`src/rtl/hub_slot_responder.sv`:
```
// rtl/hub_slot_responder.sv - round-robin cog hub slot responder with locks; optional HUB_ROM_WP_EN write-protects the upper half
module hub_slot_responder #(
    parameter int ADDR_W = 16
) (
    input  logic                clk_cog,
    input  logic                nres,
    input  logic                ena_bus,
    input  logic [7:0]          req_sel,
    input  logic [7:0]          req_rd,
    input  logic [15:0]         req_sz,
    input  logic [8*ADDR_W-1:0] req_a,
    input  logic [255:0]        req_d,
    output logic [2:0]          slot,
    output logic [7:0]          bus_ack,
    output logic [31:0]         bus_q,
    output logic                bus_c,
    output logic                mem_en,
    output logic                mem_we,
    output logic [3:0]          mem_be,
    output logic [ADDR_W-3:0]   mem_a,
    output logic [31:0]         mem_d,
    input  logic [31:0]         mem_q
);

    localparam logic [1:0] SZ_BYTE = 2'd0;
    localparam logic [1:0] SZ_WORD = 2'd1;
    localparam logic [1:0] SZ_HOP  = 2'd3;

    localparam logic [2:0] OP_COGID   = 3'd1;
    localparam logic [2:0] OP_LOCKNEW = 3'd4;
    localparam logic [2:0] OP_LOCKRET = 3'd5;
    localparam logic [2:0] OP_LOCKSET = 3'd6;
    localparam logic [2:0] OP_LOCKCLR = 3'd7;

    logic [1:0]        sz_arr [8];
    logic [ADDR_W-1:0] a_arr  [8];
    logic [31:0]       d_arr  [8];

    for (genvar g = 0; g < 8; g++) begin : g_unpack
        assign sz_arr[g] = req_sz[2*g +: 2];
        assign a_arr[g]  = req_a[g*ADDR_W +: ADDR_W];
        assign d_arr[g]  = req_d[32*g +: 32];
    end

    logic              issue, i_rd, i_we, i_rej;
    logic [1:0]        i_sz;
    logic [ADDR_W-1:0] i_a;
    logic [31:0]       i_d, i_wd;
    logic [3:0]        i_be;

    always_comb begin
        issue = ena_bus && req_sel[slot];
        i_rd  = req_rd[slot];
        i_sz  = sz_arr[slot];
        i_a   = a_arr[slot];
        i_d   = d_arr[slot];
        i_we  = !i_rd && (i_sz != SZ_HOP);
`ifdef HUB_ROM_WP_EN
        i_rej = i_we && i_a[ADDR_W-1];
`else
        i_rej = 1'b0;
`endif
        case (i_sz)
            SZ_BYTE: begin
                i_be = 4'b0001 << i_a[1:0];
                i_wd = {4{i_d[7:0]}};
            end
            SZ_WORD: begin
                i_be = i_a[1] ? 4'b1100 : 4'b0011;
                i_wd = {2{i_d[15:0]}};
            end
            default: begin
                i_be = 4'b1111;
                i_wd = i_d;
            end
        endcase
    end

    // Stage 1: request captured and RAM strobes registered on the issue edge
    logic       s1_v, s1_rd, s1_rej;
    logic [2:0] s1_cog;
    logic [1:0] s1_sz, s1_a2;
    logic [5:0] s1_op;

    always_ff @(posedge clk_cog or negedge nres) begin
        if (!nres) begin
            slot   <= '0;
            s1_v   <= 1'b0;
            s1_rd  <= 1'b0;
            s1_rej <= 1'b0;
            s1_cog <= '0;
            s1_sz  <= '0;
            s1_a2  <= '0;
            s1_op  <= '0;
            mem_en <= 1'b0;
            mem_we <= 1'b0;
            mem_be <= '0;
            mem_a  <= '0;
            mem_d  <= '0;
        end else begin
            if (ena_bus) begin
                slot <= slot + 3'd1;
            end
            s1_v   <= issue;
            mem_en <= issue && (i_sz != SZ_HOP) && !i_rej;
            mem_we <= issue && i_we && !i_rej;
            if (issue) begin
                s1_rd  <= i_rd;
                s1_rej <= i_rej;
                s1_cog <= slot;
                s1_sz  <= i_sz;
                s1_a2  <= i_a[1:0];
                s1_op  <= i_d[5:0];
                mem_a  <= i_a[ADDR_W-1:2];
                mem_be <= (i_sz == SZ_HOP) ? 4'b0000 : (i_rd ? 4'b1111 : i_be);
                mem_d  <= i_we ? i_wd : 32'd0;
            end
        end
    end

    logic [7:0]  lock_alloc, lock_state, lock_alloc_nxt, lock_state_nxt;
    logic [2:0]  lock_id, free_id;
    logic        free_ok, hop_c;
    logic [31:0] hop_q;

    always_comb begin
        lock_alloc_nxt = lock_alloc;
        lock_state_nxt = lock_state;
        lock_id        = s1_op[5:3];
        hop_q          = '0;
        hop_c          = 1'b0;
        free_id        = '0;
        free_ok        = 1'b0;
        // Descending scan so the lowest free lock wins
        for (int i = 7; i >= 0; i--) begin
            if (!lock_alloc[i]) begin
                free_id = 3'(i);
                free_ok = 1'b1;
            end
        end
        if (s1_v && s1_sz == SZ_HOP) begin
            case (s1_op[2:0])
                OP_COGID: hop_q = {29'd0, s1_cog};
                OP_LOCKNEW: begin
                    if (free_ok) begin
                        lock_alloc_nxt[free_id] = 1'b1;
                        hop_q = {29'd0, free_id};
                    end else begin
                        hop_c = 1'b1;
                    end
                end
                OP_LOCKRET: begin
                    hop_q = {29'd0, lock_id};
                    if (lock_alloc[lock_id]) begin
                        lock_alloc_nxt[lock_id] = 1'b0;
                        lock_state_nxt[lock_id] = 1'b0;
                    end
                end
                OP_LOCKSET: begin
                    hop_q = {29'd0, lock_id};
                    hop_c = lock_state[lock_id];
                    lock_state_nxt[lock_id] = 1'b1;
                end
                OP_LOCKCLR: begin
                    hop_q = {29'd0, lock_id};
                    hop_c = lock_state[lock_id];
                    lock_state_nxt[lock_id] = 1'b0;
                end
                default: ;
            endcase
        end
    end

    logic        s2_v, s2_rdmem, s2_c;
    logic [2:0]  s2_cog;
    logic [1:0]  s2_sz, s2_a2;
    logic [31:0] s2_q;

    always_ff @(posedge clk_cog or negedge nres) begin
        if (!nres) begin
            lock_alloc <= '0;
            lock_state <= '0;
            s2_v       <= 1'b0;
            s2_rdmem   <= 1'b0;
            s2_c       <= 1'b0;
            s2_cog     <= '0;
            s2_sz      <= '0;
            s2_a2      <= '0;
            s2_q       <= '0;
        end else begin
            lock_alloc <= lock_alloc_nxt;
            lock_state <= lock_state_nxt;
            s2_v       <= s1_v;
            s2_rdmem   <= s1_rd && (s1_sz != SZ_HOP);
            s2_c       <= hop_c | s1_rej;
            s2_cog     <= s1_cog;
            s2_sz      <= s1_sz;
            s2_a2      <= s1_a2;
            s2_q       <= hop_q;
        end
    end

    logic [31:0] rd_q;
    logic [7:0]  rd_byte;

    always_comb begin
        case (s2_a2)
            2'd0:    rd_byte = mem_q[7:0];
            2'd1:    rd_byte = mem_q[15:8];
            2'd2:    rd_byte = mem_q[23:16];
            default: rd_byte = mem_q[31:24];
        endcase
        case (s2_sz)
            SZ_BYTE: rd_q = {24'd0, rd_byte};
            SZ_WORD: rd_q = s2_a2[1] ? {16'd0, mem_q[31:16]} : {16'd0, mem_q[15:0]};
            default: rd_q = mem_q;
        endcase
    end

    always_ff @(posedge clk_cog or negedge nres) begin
        if (!nres) begin
            bus_ack <= '0;
            bus_q   <= '0;
            bus_c   <= 1'b0;
        end else begin
            bus_ack <= s2_v ? (8'd1 << s2_cog) : 8'd0;
            if (s2_v) begin
                bus_q <= s2_rdmem ? rd_q : s2_q;
                bus_c <= s2_rdmem ? 1'b0 : s2_c;
            end
        end
    end

endmodule
```
`config.mk`:
```
export PLATFORM = sky130hd
export DESIGN_NAME = hub_slot_responder
export DESIGN_NICKNAME = d
export VERILOG_FILES = /design/src/rtl/hub_slot_responder.sv
export SDC_FILE = /design/constraint.sdc
export NUM_CORES = 1
export LEC_CHECK = 0
export BUFFER_PORTS_ARGS = -buffer_cell sky130_fd_sc_hd__buf_2
export CAP_MARGIN = 20
export CORE_AREA = 2 2 216 218
export DETAILED_ROUTE_END_ITERATION = 6
export DIE_AREA = 0 0 218 220
export HOLD_SLACK_MARGIN = 0.05
export SKIP_CTS_REPAIR_TIMING = 1
export SYNTH_ARGS = -nofsm -noshare
export SYNTH_HDL_FRONTEND = slang
export SYNTH_SLANG_ARGS = --single-unit
export TNS_END_PERCENT = 50
```
`constraint.sdc`:
```
create_clock -name clk_cog -period 2.5 [get_ports clk_cog]
set_input_delay 0.25 -clock clk_cog [delete_from_list [all_inputs] [get_ports clk_cog]]
set_output_delay 0.25 -clock clk_cog [all_outputs]
set_load 0.01 [all_outputs]
```
# [After elaboration in Yosys (flattened, before gate mapping)]
# Index checks and enable logic that the tools add are counted.
[word_totals] out_inout_bits=96 in_bits=451 ff_bits=169 word_cells=132
[op_classes] shifts=2 n_mux=60 order_cmp=6 reduce_logical=18 eq_ne=15 n_addsub=1 bitwise_logic=6
[ops] operator="two-way mux 32 bit" count=4
[ops] operator="case mux 32 bit (2 select lines)" count=2
[ops] operator="binary-select mux 32 bit (select 3 bit)" count=1
[ops] operator="binary-select mux 16 bit (select 3 bit)" count=1
[ops] operator="two-way mux 16 bit" count=3
[ops] operator="case mux 8 bit (3 select lines)" count=2
[ops] operator="two-way mux 8 bit" count=4
[ops] operator="two-way mux 3 bit" count=10
[ops] operator="two-way mux 1 bit" count=17
[ops] operator="AND 8 bit" count=2
[ops] operator="OR 8 bit" count=2
[ops] operator="case mux 8 bit (2 select lines)" count=1
[ops] operator="binary-select mux 1 bit (select 3 bit)" count=4
[ops] operator="equality test 3 bit (second input constant)" count=4
[ops] operator="< comparator 3 x 4 -> 1 bit (second input constant)" count=3
[ops] operator="two-way mux 4 bit" count=3
[ops] operator="case mux 3 bit (3 select lines)" count=1
[ops] operator="logical AND 1 bit" count=8
[ops] operator="!= test 2 bit (second input constant)" count=4
[ops] operator="NOT 8 bit" count=1
[ops] operator="case mux 4 bit (2 select lines)" count=1
[ops] operator="left shift 1 x 3 -> 8 bit (first input constant)" count=1
[ops] operator="binary-select mux 2 bit (select 3 bit)" count=1
[ops] operator="demux 1 bit (select 3 bit)" count=2
[ops] operator="other kinds (18)" count=26

# [Logic depth before layout (Yosys ltp)]
# Gate-level depths: netlist of the first run.
[logic_depth] ltp_word=15 ltp_mapped=10 mapped_depth_nobuf=6

# [Worst setup path before layout of the first run]
# OpenSTA, ideal clock, no wires.
[synth_path] kind="register to register" from="register slot[1]" to="register mem_be[2]" path_stages_with_launch=9 path_buffers=4 required_ns=2.374 slack_ns=0.262 period_less_slack_ns=2.238 t_arrival_ns=2.112 setup_ns=0.126 cell_sequence="dfrtp_1 buf_6 buf_6 buf_4 buf_2 mux4_2 mux2i_1 inv_1 a221o_1"
[synth_between] elab_chain_len=8 elab_cells_between_ends=20 classes_between="2 x eq/ne; 1 x shift; 14 x mux; 1 x bitwise; 2 x reduce/logical"
[synth_lines] item="start: declaration" line="13" source="output logic [2:0] slot,"
[synth_lines] item="start signal: assignment" line="102" source="slot <= slot + 3'd1;"
[synth_lines] item="NOT 3 -> 4 bit (not written as such)" line="54, 55"
[synth_lines] item="binary-select mux 2 bit (select 3 bit) or binary-select mux 16 bit (select 3 bit) (tied branches)" line="54, 55"
[synth_lines] item="two-way mux 2 bit (not written as such) or two-way mux 16 bit (tied branches) (2 in a row)" line="54, 55"
[synth_lines] item="equality test 2 x 1 -> 1 bit (tied with other cells)" line="63" source="case (i_sz)"
[synth_lines] item="case mux 4 bit (2 select lines)" line="63"
[synth_lines] item="two-way mux 4 bit (2 in a row)" line="115" source="mem_be <= (i_sz == SZ_HOP) ? 4'b0000 : (i_rd ? 4'b1111 : i_be);"
[synth_lines] item="end signal: assignment" line="115"
[synth_lines] item="end: declaration" line="19" source="output logic [3:0] mem_be,"
# Parallel ways exist; a longest one is shown, timed or not. The select of a mux whose other input is x is not followed.
# A chain may end at the register's enable or synchronous reset.

# [Worst setup path after layout of the first run]
[layout_path] from="register slot[1]" to="register mem_d[28]"
[layout_between] elab_chain_len=7 elab_cells_between_ends=19 classes_between="2 x eq/ne; 12 x mux; 1 x bitwise; 4 x reduce/logical"
[layout_lines] item="NOT 3 -> 4 bit (not written as such)" line="54, 56"
[layout_lines] item="binary-select mux 2 bit (select 3 bit)" line="54" source="i_sz = sz_arr[slot];"
[layout_lines] item="two-way mux 2 bit (not written as such) (2 in a row)" line="54"
[layout_lines] item="equality test 2 x 1 -> 1 bit (tied with other cells)" line="63"
[layout_lines] item="case mux 32 bit (2 select lines) or logical AND 1 bit (tied branches)" line="63, 57"
[layout_lines] item="two-way mux 32 bit" line="116" source="mem_d <= i_we ? i_wd : 32'd0;"
[layout_lines] item="end signal: assignment" line="116"
[layout_lines] item="end: declaration" line="21" source="output logic [31:0] mem_d,"
# Parallel ways exist; a longest one is shown, timed or not. The select of a mux whose other input is x is not followed.

==> results of run 1 <==
[flip-flops by register name (all words and copies together), names as in the netlist, 4 cells and up, named ones only]
name and count:
bus_ack 8, mem_a 14, lock_alloc 8, mem_d 32
bus_q 32, mem_be 4, s1_op 6
[layer usage]
| metal | GRT usage [%] | share of wire (%) | vias to the layer above | wire (um) |
|---|---|---|---|---|
| met2 | 29.7 | 48 | 470 | 21900 |
| li1 | - | - | 4346 | - |
| met4 | 7.07 | 2.7 | 2 | 1210 |
| met5 | 0 | 0.038 | - | 17 |
| met3 | 4.60 | 7.4 | 69 | 3360 |
| met1 | 23.6 | 41 | 4813 | 18700 |
[how the worst max path moves through the flow]
stage	startpoint	end	slack (ns)	cells past startpoint
floorplan	slot[1]$_DFFE_PN0P_	mem_be[2]$_DFFE_PN0P_	0.26	8
global placement	slot[1]$_DFFE_PN0P_	mem_d[28]$_DFFE_PN0P_	0.22	6
detailed placement	slot[1]$_DFFE_PN0P_	mem_d[28]$_DFFE_PN0P_	0.18	6
CTS	slot[1]$_DFFE_PN0P_	mem_d[28]$_DFFE_PN0P_	0.15	6
global route	slot[1]$_DFFE_PN0P_	mem_d[31]$_DFFE_PN0P_	0.02	8
finish	slot[1]$_DFFE_PN0P_	mem_d[28]$_DFFE_PN0P_	0.13	6
[layout make-up]
type                       count  area, sq um
antenna                       11         27.5
clock buffer                  23          478
clock inverter                 8          133
fill                        4898        32200
inverter                      47          176
multi-input combinational    598         5350
sequential                   140         3510
tap                          607          759
timing repair buffer         596         3190
[worst max-delay path: stages, from the launching register on]
cell,delay (ns)
dfrtp_4,0.53
buf_12,0.21
buf_4,0.26
mux4_2,0.52
mux2i_1,0.28
o22ai_1,0.15
a32o_1,0.27
[synth_stat cells, types with 5 or more instances]
cell type,n,area share (%)
a21oi_1,24,1.3
a22o_1,20,1.9
a22oi_1,9,0.72
a31oi_1,8,0.53
a32o_1,13,1.4
and2_1,6,0.40
buf_1,10,0.40
buf_2,24,1.3
buf_6,5,0.60
clkbuf_1,32,1.3
dfrtp_1,140,37
inv_1,45,1.8
mux2_2,5,0.60
mux2i_1,41,4.4
mux4_2,103,25
nand2_1,104,4.2
nand2b_1,23,1.5
nand3_1,13,0.69
nand3b_1,6,0.48
nor2_1,50,2.0
nor2b_1,11,0.73
nor3_1,6,0.32
nor3b_1,5,0.40
o2111ai_1,5,0.47
o21ai_0,66,3.5
o22ai_1,14,0.93
o31ai_1,8,0.64
o41ai_1,6,0.56
[report_power, final]
part / switching [mW] / total, mW / internal (mW)
sequential: 0.818 / 3.97 / 3.15
clock: 1.03 / 2.68 / 1.65
combinational: 4.90 / 9.20 / 4.30
total: 6.75 / 15.8 / 9.10
[per-stage QoR]
stage | std cells | hold slack, ns | area, sq um
final | 2030 | 0.0620 | 13600
after global routing | 2029 | 0.0513 | 13600
after CTS | 2015 | -0.191 | 13600
after detailed placement | 1984 | 0.291 | 12900
after global placement | 1984 | 0.282 | 12900
after floorplan | 860 | -0.0456 | 9380
[logic make-up (layout without fill, tap and decap cells)]
logic type	after synthesis	in the layout	share of synthesized area [%]
AOI/OAI and AO/OA	204	204	14.8
xor gates and xnor gates	2	2	0.187
adders and majority gates	1	1	0.133
buffers and inverters	122	674	5.76
DFF	140	140	37.3
muxes	149	149	29.7
other	0	11	0
and+or+nand+nor	242	242	12.1
==> summary.log, run 1 <==
INFO  outcome        outcome=complete, no violations
INFO  synthesis      synth-async-reset-ratio=100%
INFO  finish         layout-drive-gt1-share=52.6%
INFO  die            floorplan.die.width=218um
INFO  clocking       cts.htree.levels=4
INFO  finish         area_delta_synth_final=45.2%
INFO  grt            first_global_vias=9723
INFO  grt            largest_net_degree_at_the_start_of_global_routing=63
INFO  sta            hold_violations=0
INFO  sta            final-setup-viol-count=0
INFO  clocking       cts_tree=done
INFO  place          place.gp.congestion=0.950
INFO  worst_setup_path crit_required=2.82ns
INFO  worst_setup_path crit_arrival=2.69ns
INFO  die            core.rowCount=79
INFO  place          port-buffer-count=546
INFO  die            floorplan.die.height=220um
INFO  synthesis      synth_cells=860
INFO  worst_setup_path ff2ff_path_depth=6
INFO  sta            max-slew-margin-rel=46.5%
INFO  sta            worst_slack=0.131ns
INFO  worst_setup_path worstPathMaxFanout=19
INFO  die            initial_utilization=20.5%
INFO  power          power.total=15.8mW
INFO  sta            post-route-min-period=2.37ns
INFO  sta            fin_crit_sh=94.8%
INFO  sta            totalNegativeSetupSlack=0ns
INFO  sta            rsz_0062_raised_after_global_routing=no
INFO  grt            grt_pass1_wl=64400um
INFO  place          place_worst_setup_slack=0.180ns
INFO  routing        ant_nets=0
INFO  sta            final_max_slew_violation_count=0
INFO  worst_setup_path r2r_setup_slack=0.13ns
INFO  synthesis      synth.distinct_cells=56
INFO  power          irDropWorstVdd=0.700mV
INFO  min_path       worst_hold_path.num_cells=3
INFO  finish         mostFrequentLayoutCell=buf_2
INFO  routing        via_count=9700
INFO  routing        wire_per_inst=22.2um
INFO  finish         final_nets=1852
INFO  clocking       cts.reportedPaths.clkPinSlew=0.07ns
INFO  worst_setup_path setup.worst_path.class=flop to flop
INFO  synthesis      synth-warning-count=0
INFO  finish         layout.cells.most_common_list=545 x buf_2, 137 x dfrtp_1, 104 x nand2_1, 103 x mux4_2, 66 x o21ai_0
INFO  synthesis      yosys_register_bits=140
INFO  clocking       cts_root_buf=clkbuf_16
INFO  die            core_area=45900squm
INFO  finish         utilization=29.7%
INFO  die            i_o_pin_count=547
INFO  synthesis      postSynthAreaPerCell=10.9squm
INFO  worst_setup_path startpoint_type=flop
INFO  grt            grt.overflow.total=0
INFO  job            drv.max_cap_violation_count=0
INFO  worst_setup_path worstReg2RegStart=slot[1]$_DFFE_PN0P_
INFO  min_path       min_to=bus_q[18]$_DFFE_PN0P_
INFO  die            die_outline_area=48000squm
INFO  routing        routed_wirelength=45100um
INFO  synthesis      synthesis.nets=1312
INFO  power          leakagePower=6.48nW
INFO  sta            fmax=422MHz
INFO  clocking       clk_path_buf_depth=2
INFO  routing        drt_drc_violations_left=0
INFO  synthesis      synth_edf_count=0
INFO  routing        detail_route.iter0.violations=997
INFO  clocking       worst_skew_pair.late_latency=0.44ns
INFO  sta            worst-slew-pin-transition=0.794ns
INFO  power          cellPowerDensity=1160nW/um^2
INFO  synthesis      synth_ff_type=dfrtp_1
INFO  clocking       clock_sinks=140
INFO  min_path       worst_hold_path_type=input pin to flop
INFO  min_path       min-delay-start=mem_q[18]
INFO  place          detailed_place_hpwl=38400um
INFO  worst_setup_path end_kind=flop
INFO  synthesis      mappedNetlistArea=9380squm
INFO  grt            grt_antenna_before_repair=15
INFO  sta            fin_worst_skew=0.0159ns
INFO  routing        post_drt_via_cell_ratio=4.78
INFO  synthesis      synth-seq-area-share=37.3%
INFO  worst_setup_path reg2reg_to=mem_d[28]$_DFFE_PN0P_
INFO  grt            grt.total_usage=18.4%
INFO  routing        first_pass_iters=5
INFO  clocking       cts-buffers-inserted=17
(Power assumes the default switching activity.)
==> run 2: changes to the inputs <==
==> constraint.sdc (replaced) <==
create_clock -name clk_cog -period 2.7 [get_ports clk_cog]
set_input_delay 0.27 -clock clk_cog [delete_from_list [all_inputs] [get_ports clk_cog]]
set_output_delay 0.27 -clock clk_cog [all_outputs]
set_load 0.01 [all_outputs]
==> summary.log, run 2 (same netlist as run 1, synthesis figures left out) <==
INFO  grt            grt.total_usage=18.1% [was 18.4%]
INFO  finish         final_nets=1835 [was 1852]
INFO  worst_setup_path end_kind=flop [unchanged]
INFO  finish         area_delta_synth_final=43.2% [was 45.2%]
INFO  routing        routed_wirelength=44800um [was 45100 um]
INFO  finish         mostFrequentLayoutCell=buf_2 [unchanged]
INFO  clocking       cts.reportedPaths.clkPinSlew=0.07ns [about the same]
INFO  die            die_outline_area=48000squm [unchanged]
INFO  die            initial_utilization=20.5% [unchanged]
INFO  worst_setup_path r2r_setup_slack=0.25ns [was 0.13 ns]
INFO  worst_setup_path cp.depth=6 [unchanged]
INFO  clocking       cts.htree.levels=4 [unchanged]
INFO  routing        drt_drc_violations_left=0 [unchanged]
INFO  sta            final-setup-viol-count=0 [unchanged]
INFO  place          port-buffer-count=546 [unchanged]
INFO  die            i_o_pin_count=547 [unchanged]
INFO  finish         layout-drive-gt1-share=52.5% [was 52.6%]
INFO  clocking       worst_skew_pair.late_latency=0.44ns [about the same]
INFO  worst_setup_path worst_path_most_repeated_cell=buf_12
INFO  clocking       cts_tree=done [unchanged]
INFO  finish         multi_input_comb_area=5350squm [unchanged]
INFO  sta            post-route-min-period=2.45ns [was 2.37 ns]
INFO  worst_setup_path crit_required=3.02ns [was 2.82 ns]
INFO  worst_setup_path worstPathBufferInverterCount=2 [unchanged]
INFO  finish         postLayoutCellArea=13400squm [was 13600 sq um]
INFO  die            floorplan.die.height=220um [unchanged]
INFO  sta            hold_violations=0 [unchanged]
INFO  worst_setup_path reg2reg_to=mem_d[11]$_DFFE_PN0P_ [was mem_d[28]$_DFFE_PN0P_]
INFO  outcome        outcome=complete, no violations [unchanged]
INFO  worst_setup_path setup.worst_path.start=slot[1]$_DFFE_PN0P_ [unchanged]
INFO  die            core.rowCount=79 [unchanged]
INFO  grt            grt.overflow.total=0 [unchanged]
INFO  routing        wire_per_inst=22.3um [was 22.2 um]
INFO  sta            rsz_0062_raised_after_global_routing=no [unchanged]
INFO  routing        via_count=9670 [was 9700]
INFO  finish         layout.area.seq=3510squm [unchanged]
INFO  sta            fin_worst_skew=0.0199ns [was 0.0159 ns]
INFO  finish         layout.cells.most_common_list=545 x buf_2, 137 x dfrtp_1, 104 x nand2_1, 103 x mux4_2, 66 x o21ai_0 [unchanged]
INFO  power          irDropWorstVdd=0.600mV [was 0.700 mV]
INFO  worst_setup_path cpPeakStageDelay=0.57ns [was 0.53 ns]
INFO  worst_setup_path crit_path_cell_trace=buf_12 -> buf_12 -> mux4_2 -> mux2i_1 -> o22ai_1 -> a32o_1 [was buf_12 -> buf_4 -> mux4_2 -> mux2i_1 -> o22ai_1 -> a32o_1]
INFO  routing        ant_nets=0 [unchanged]
INFO  worst_setup_path ff2ff_path_depth=6 [unchanged]
INFO  clocking       clk_path_buf_depth=2 [unchanged]
INFO  worst_setup_path crit_slowest_cell=dfrtp_4 [unchanged]
INFO  finish         largest_registers=bus_q: 32 flops, mem_d: 32 flops, mem_a: 14 flops [unchanged]
INFO  finish         final.fill_count=4867 [was 4898]
INFO  power          leakagePower=6.38nW [was 6.48 nW]
INFO  worst_setup_path setup.worst_path.class=flop to flop [unchanged]
INFO  power          cellPowerDensity=1070nW/um^2 [was 1160 nW/um^2]
INFO  routing        first_pass_iters=6 [was 5]
INFO  sta            max-slew-margin-rel=44.8% [was 46.5%]
INFO  sta            worst-slew-pin-transition=0.819ns [was 0.794 ns]
INFO  worst_setup_path worstPathMaxFanout=27 [was 19]
INFO  worst_setup_path critical_path_destination=mem_d[11]$_DFFE_PN0P_ [was mem_d[28]$_DFFE_PN0P_]
INFO  worst_setup_path critical_path.top_delay_family=multiplexers [unchanged]
INFO  finish         utilization=29.3% [was 29.7%]
INFO  min_path       worst_hold_path_type=input pin to flop [unchanged]
INFO  worst_setup_path crit_arrival=2.77ns [was 2.69 ns]
INFO  finish         finalNonFillerCells=2009 [was 2030]
INFO  worst_setup_path worstReg2RegStart=slot[1]$_DFFE_PN0P_ [unchanged]
INFO  die            core_area=45900squm [unchanged]
INFO  sta            fin_crit_sh=90.6% [was 94.8%]
INFO  worst_setup_path startpoint_type=flop [unchanged]
INFO  place          dp_area=12900squm [about the same]
INFO  place          place.gp.congestion=0.967 [was 0.950]
INFO  sta            fmax=409MHz [was 422 MHz]
INFO  grt            grt_pass1_wl=63800um [was 64400 um]
INFO  grt            largest_net_degree_at_the_start_of_global_routing=68 [was 63]
INFO  clocking       clock_sinks=140 [unchanged]
INFO  routing        post_drt_via_cell_ratio=4.81 [was 4.78]
INFO  place          detailed_place_hpwl=38000um [was 38400 um]
INFO  place          post-place-cells=1970 [was 1984]
INFO  clocking       cts_root_buf=clkbuf_16 [unchanged]
INFO  grt            grt_antenna_before_repair=13 [was 15]
INFO  die            floorplan.die.width=218um [unchanged]
INFO  job            drv.max_cap_violation_count=0 [unchanged]
INFO  sta            final_max_slew_violation_count=0 [unchanged]
INFO  clocking       cts-buffers-inserted=17 [unchanged]
INFO  grt            first_global_vias=9553 [was 9723]
INFO  routing        detail_route.iter0.violations=982 [was 997]
INFO  sta            totalNegativeSetupSlack=0ns [unchanged]
[run 2: metal layers]
metal | share of wire (%) | up-vias | global-route usage, % | wire length, um
li1 | - | 4307 | - | -
met1 | 43 | 4782 | 24.5 | 19100
met2 | 48 | 517 | 29.4 | 21500
met3 | 6.9 | 64 | 3.62 | 3100
met4 | 2.3 | 0 | 5.17 | 1030
met5 | 0 | - | 0 | 0
[run 2: through the flow]
stage                     power [mW]  hold WS [ns]  setup slack (ns)
after floorplan                 9.26       -0.0256             0.462
after global placement          12.1         0.326             0.343
after detailed placement        12.2         0.337             0.298
after CTS                       14.5        -0.139             0.281
after global routing            15.4        0.0524             0.182
final                           14.4        0.0698             0.253
[run 2: worst min-delay path, cell delays in order]
cell and delay, ns:
buf_2 0.09, nand2_1 0.04, o21ai_0 0.06
[run 2: power by group]
group	total, mW	leakage [nW]	internal, mW	switching (mW)
registers	3.68	1.81	2.92	0.762
clock network	2.25	0.272	1.21	1.04
logic	8.44	4.29	3.86	4.59
[run 2: layout make-up]
class	count	area share, %
Antenna cell	6	0.112
Clock buffer	17	3.17
Clock inverter	15	0.996
Inverter	47	1.31
Multi-Input combinational cell	598	39.8
Sequential cell	140	26.2
Tap cell	607	5.65
Timing Repair Buffer	579	22.8
[run 2: how the worst min path moves through the flow]
stage          startpoint                          to  cells after the start  slack (ns)
6_report        mem_q[16]       bus_q[16]$_DFFE_PN0P_                      3        0.07
5_1_grt           ena_bus         slot[0]$_DFFE_PN0P_                      2        0.05
4_1_cts              nres        bus_q[2]$_DFFE_PN0P_                      1       -0.14
3_5_place_dp         nres       bus_q[11]$_DFFE_PN0P_                      1        0.34
3_3_place_gp         nres       bus_q[11]$_DFFE_PN0P_                      1        0.33
2_1_floorplan        nres  asynchronous set/reset pin                      0       -0.03
==> run 3: changes to the inputs <==
--- a/config.mk
+++ b/config.mk
@@ -8,6 +8,7 @@
 export BUFFER_PORTS_ARGS = -buffer_cell sky130_fd_sc_hd__buf_2
 export CAP_MARGIN = 20
 export CORE_AREA = 2 2 216 218
+export CTS_CLUSTER_DIAMETER = 50
 export DETAILED_ROUTE_END_ITERATION = 6
 export DIE_AREA = 0 0 218 220
 export HOLD_SLACK_MARGIN = 0.05
==> constraint.sdc (replaced) <==
create_clock -name clk_cog -period 2.6 [get_ports clk_cog]
set_input_delay 0.26 -clock clk_cog [delete_from_list [all_inputs] [get_ports clk_cog]]
set_output_delay 0.26 -clock clk_cog [all_outputs]
set_load 0.01 [all_outputs]
==> summary.log, run 3 (same netlist as run 1, synthesis figures left out) <==
INFO  worst_setup_path worstPathMaxFanout=26 [was 27]
INFO  power          cellPowerDensity=1130nW/um^2 [was 1070 nW/um^2]
INFO  routing        first_pass_iters=7 [was 6]
INFO  finish         final_nets=1842 [was 1835]
INFO  job            drv.max_cap_violation_count=0 [unchanged]
INFO  clocking       clock_sinks=140 [unchanged]
INFO  routing        via_count=9612 [was 9670]
INFO  outcome        outcome=complete, no violations [unchanged]
INFO  die            floorplan.die.width=218um [unchanged]
INFO  worst_setup_path startpoint_type=flop [unchanged]
INFO  sta            final-setup-viol-count=0 [unchanged]
INFO  finish         area_delta_synth_final=45.0% [was 43.2%]
INFO  finish         layout-drive-gt1-share=52.7% [was 52.5%]
INFO  grt            first_global_vias=9711 [was 9553]
INFO  sta            rsz_0062_raised_after_global_routing=no [unchanged]
INFO  place          port-buffer-count=546 [unchanged]
INFO  sta            fin_crit_sh=94.2% [was 90.6%]
INFO  routing        drt_drc_violations_left=0 [unchanged]
INFO  routing        routed_wirelength=45400um [was 44800 um]
INFO  place          place.gp.congestion=0.929 [was 0.967]
INFO  sta            fmax=409MHz [about the same]
INFO  sta            fin_worst_skew=0.0145ns [was 0.0199 ns]
INFO  place          detailed_place_hpwl=38700um [was 38000 um]
INFO  grt            largest_net_degree_at_the_start_of_global_routing=63 [was 68]
INFO  sta            post-route-min-period=2.45ns [about the same]
INFO  routing        ant_nets=0 [unchanged]
INFO  finish         postLayoutCellArea=13600squm [was 13400 sq um]
INFO  die            initial_utilization=20.5% [unchanged]
INFO  clocking       cts.htree.levels=4 [unchanged]
INFO  worst_setup_path setup.worst_path.class=flop to flop [unchanged]
INFO  sta            final_max_slew_violation_count=0 [unchanged]
INFO  sta            totalNegativeSetupSlack=0ns [unchanged]
INFO  die            core.rowCount=79 [unchanged]
INFO  die            i_o_pin_count=547 [unchanged]
INFO  power          irDropWorstVdd=0.472mV [was 0.600 mV]
INFO  clocking       clk_path_buf_depth=2 [unchanged]
INFO  routing        post_drt_via_cell_ratio=4.76 [was 4.81]
INFO  grt            grt.overflow.total=0 [unchanged]
INFO  die            die_outline_area=48000squm [unchanged]
INFO  grt            grt_pass1_wl=65700um [was 63800 um]
INFO  clocking       cts_root_buf=clkbuf_16 [unchanged]
INFO  power          leakagePower=6.47nW [was 6.38 nW]
INFO  grt            grt.total_usage=18.7% [was 18.1%]
INFO  finish         final.fill_count=4872 [was 4867]
INFO  routing        detail_route.iter0.violations=727 [was 982]
INFO  clocking       worst_skew_pair.late_latency=0.44ns [about the same]
INFO  routing        wire_per_inst=22.5um [was 22.3 um]
INFO  clocking       cts_tree=done [unchanged]
INFO  worst_setup_path crit_required=2.92ns [was 3.02 ns]
INFO  sta            max-slew-margin-rel=44.1% [was 44.8%]
INFO  sta            hold_slack=0.0681ns [was 0.0698 ns]
INFO  finish         largest_registers=bus_q: 32 flops, mem_d: 32 flops, mem_a: 14 flops [unchanged]
INFO  die            floorplan.die.height=220um [unchanged]
INFO  sta            hold_violations=0 [unchanged]
INFO  finish         layout.cells.most_common_list=545 x buf_2, 137 x dfrtp_1, 104 x nand2_1, 103 x mux4_2, 66 x o21ai_0 [unchanged]
INFO  clocking       cts-buffers-inserted=17 [unchanged]
INFO  finish         mostFrequentLayoutCell=buf_2 [unchanged]
INFO  worst_setup_path end_kind=flop [unchanged]
INFO  worst_setup_path crit_arrival=2.77ns [about the same]
INFO  min_path       worst_hold_path_type=input pin to flop [unchanged]
INFO  die            core_area=45900squm [unchanged]
INFO  place          dp_area=12900squm [about the same]
INFO  clocking       cts.reportedPaths.clkPinSlew=0.07ns [about the same]
INFO  grt            grt_antenna_before_repair=17 [was 13]
INFO  sta            worst-slew-pin-transition=0.830ns [was 0.819 ns]
==> run 3: cell types whose count changed in the layout (fill, tap and decap cells not counted), sizes merged <==
| cell | change |
|---|---|
| dlygate4sd3 | +1 |
| bufinv | +4 |
| clkinv | -4 |
| clkinvlp | -1 |
| buf | +6 |
| clkbuf | +1 |
| diode | +3 |
==> run 3: path summary, 6_finish.rpt <==
| kind | endpoint | start | depth (start not counted) | slack (ns) |
|---|---|---|---|---|
| max | mem_d[28]$_DFFE_PN0P_ | slot[1]$_DFFE_PN0P_ | 6 | 0.15 |
| min | bus_q[22]$_DFFE_PN0P_ | mem_q[22] | 3 | 0.07 |
| max in group asynchronous | asynchronous set/reset pin | nres | 3 | 1.45 |
| max reg2reg | mem_d[28]$_DFFE_PN0P_ | slot[1]$_DFFE_PN0P_ | 6 | 0.15 |
| min reg2reg | s2_a2[0]$_DFF_PN0_ | s1_a2[0]$_DFFE_PN0P_ | 0 | 0.38 |
| min in group asynchronous | bus_q[11]$_DFFE_PN0P_ | nres | 2 | 0.39 |
==> run 3: where the power goes <==
| part | internal (mW) | switching [mW] |
|---|---|---|
| clock network | 1.66 | 1.05 |
| registers | 3.03 | 0.772 |
| logic | 4.10 | 4.77 |
==> run 3: critical path: stages, from the launching register on <==
cell,delay [ns]
dfrtp_4,0.58
buf_12,0.23
buf_12,0.22
mux4_2,0.52
mux2i_1,0.30
o22ai_1,0.16
a32o_1,0.28
==> run 3: layer usage <==
layer / wire length, um / global-route usage, % / share of wire, %
met1: 19100 / 24.2 / 42
met2: 22200 / 30.9 / 49
met3: 2920 / 4.33 / 6.4
met4: 1060 / 5.67 / 2.3
met5: 13 / 0 / 0.029
==> run 3: final cells by class <==
cell class / instances / area [sq um] / area share [%]
antenna: 9 / 22.5 / 0.165
clock buffer: 18 / 439 / 3.23
clock inverter: 14 / 204 / 1.50
inverter: 47 / 176 / 1.30
multi-input combinational: 598 / 5350 / 39.3
sequential: 140 / 3510 / 25.8
tap: 607 / 759 / 5.58
timing repair buffer: 586 / 3140 / 23.1
==> run 3: through the flow <==
stage	setup slack [ns]	util, %	cells	total power, mW
6_report	0.152	29.7	2019	15.4
5_1_grt	0.0277	29.7	2018	16.5
4_1_cts	0.154	29.6	2008	15.6
3_5_place_dp	0.206	28.2	1976	12.8
3_3_place_gp	0.252	28.2	1976	12.6
2_1_floorplan	0.362	-	860	9.62
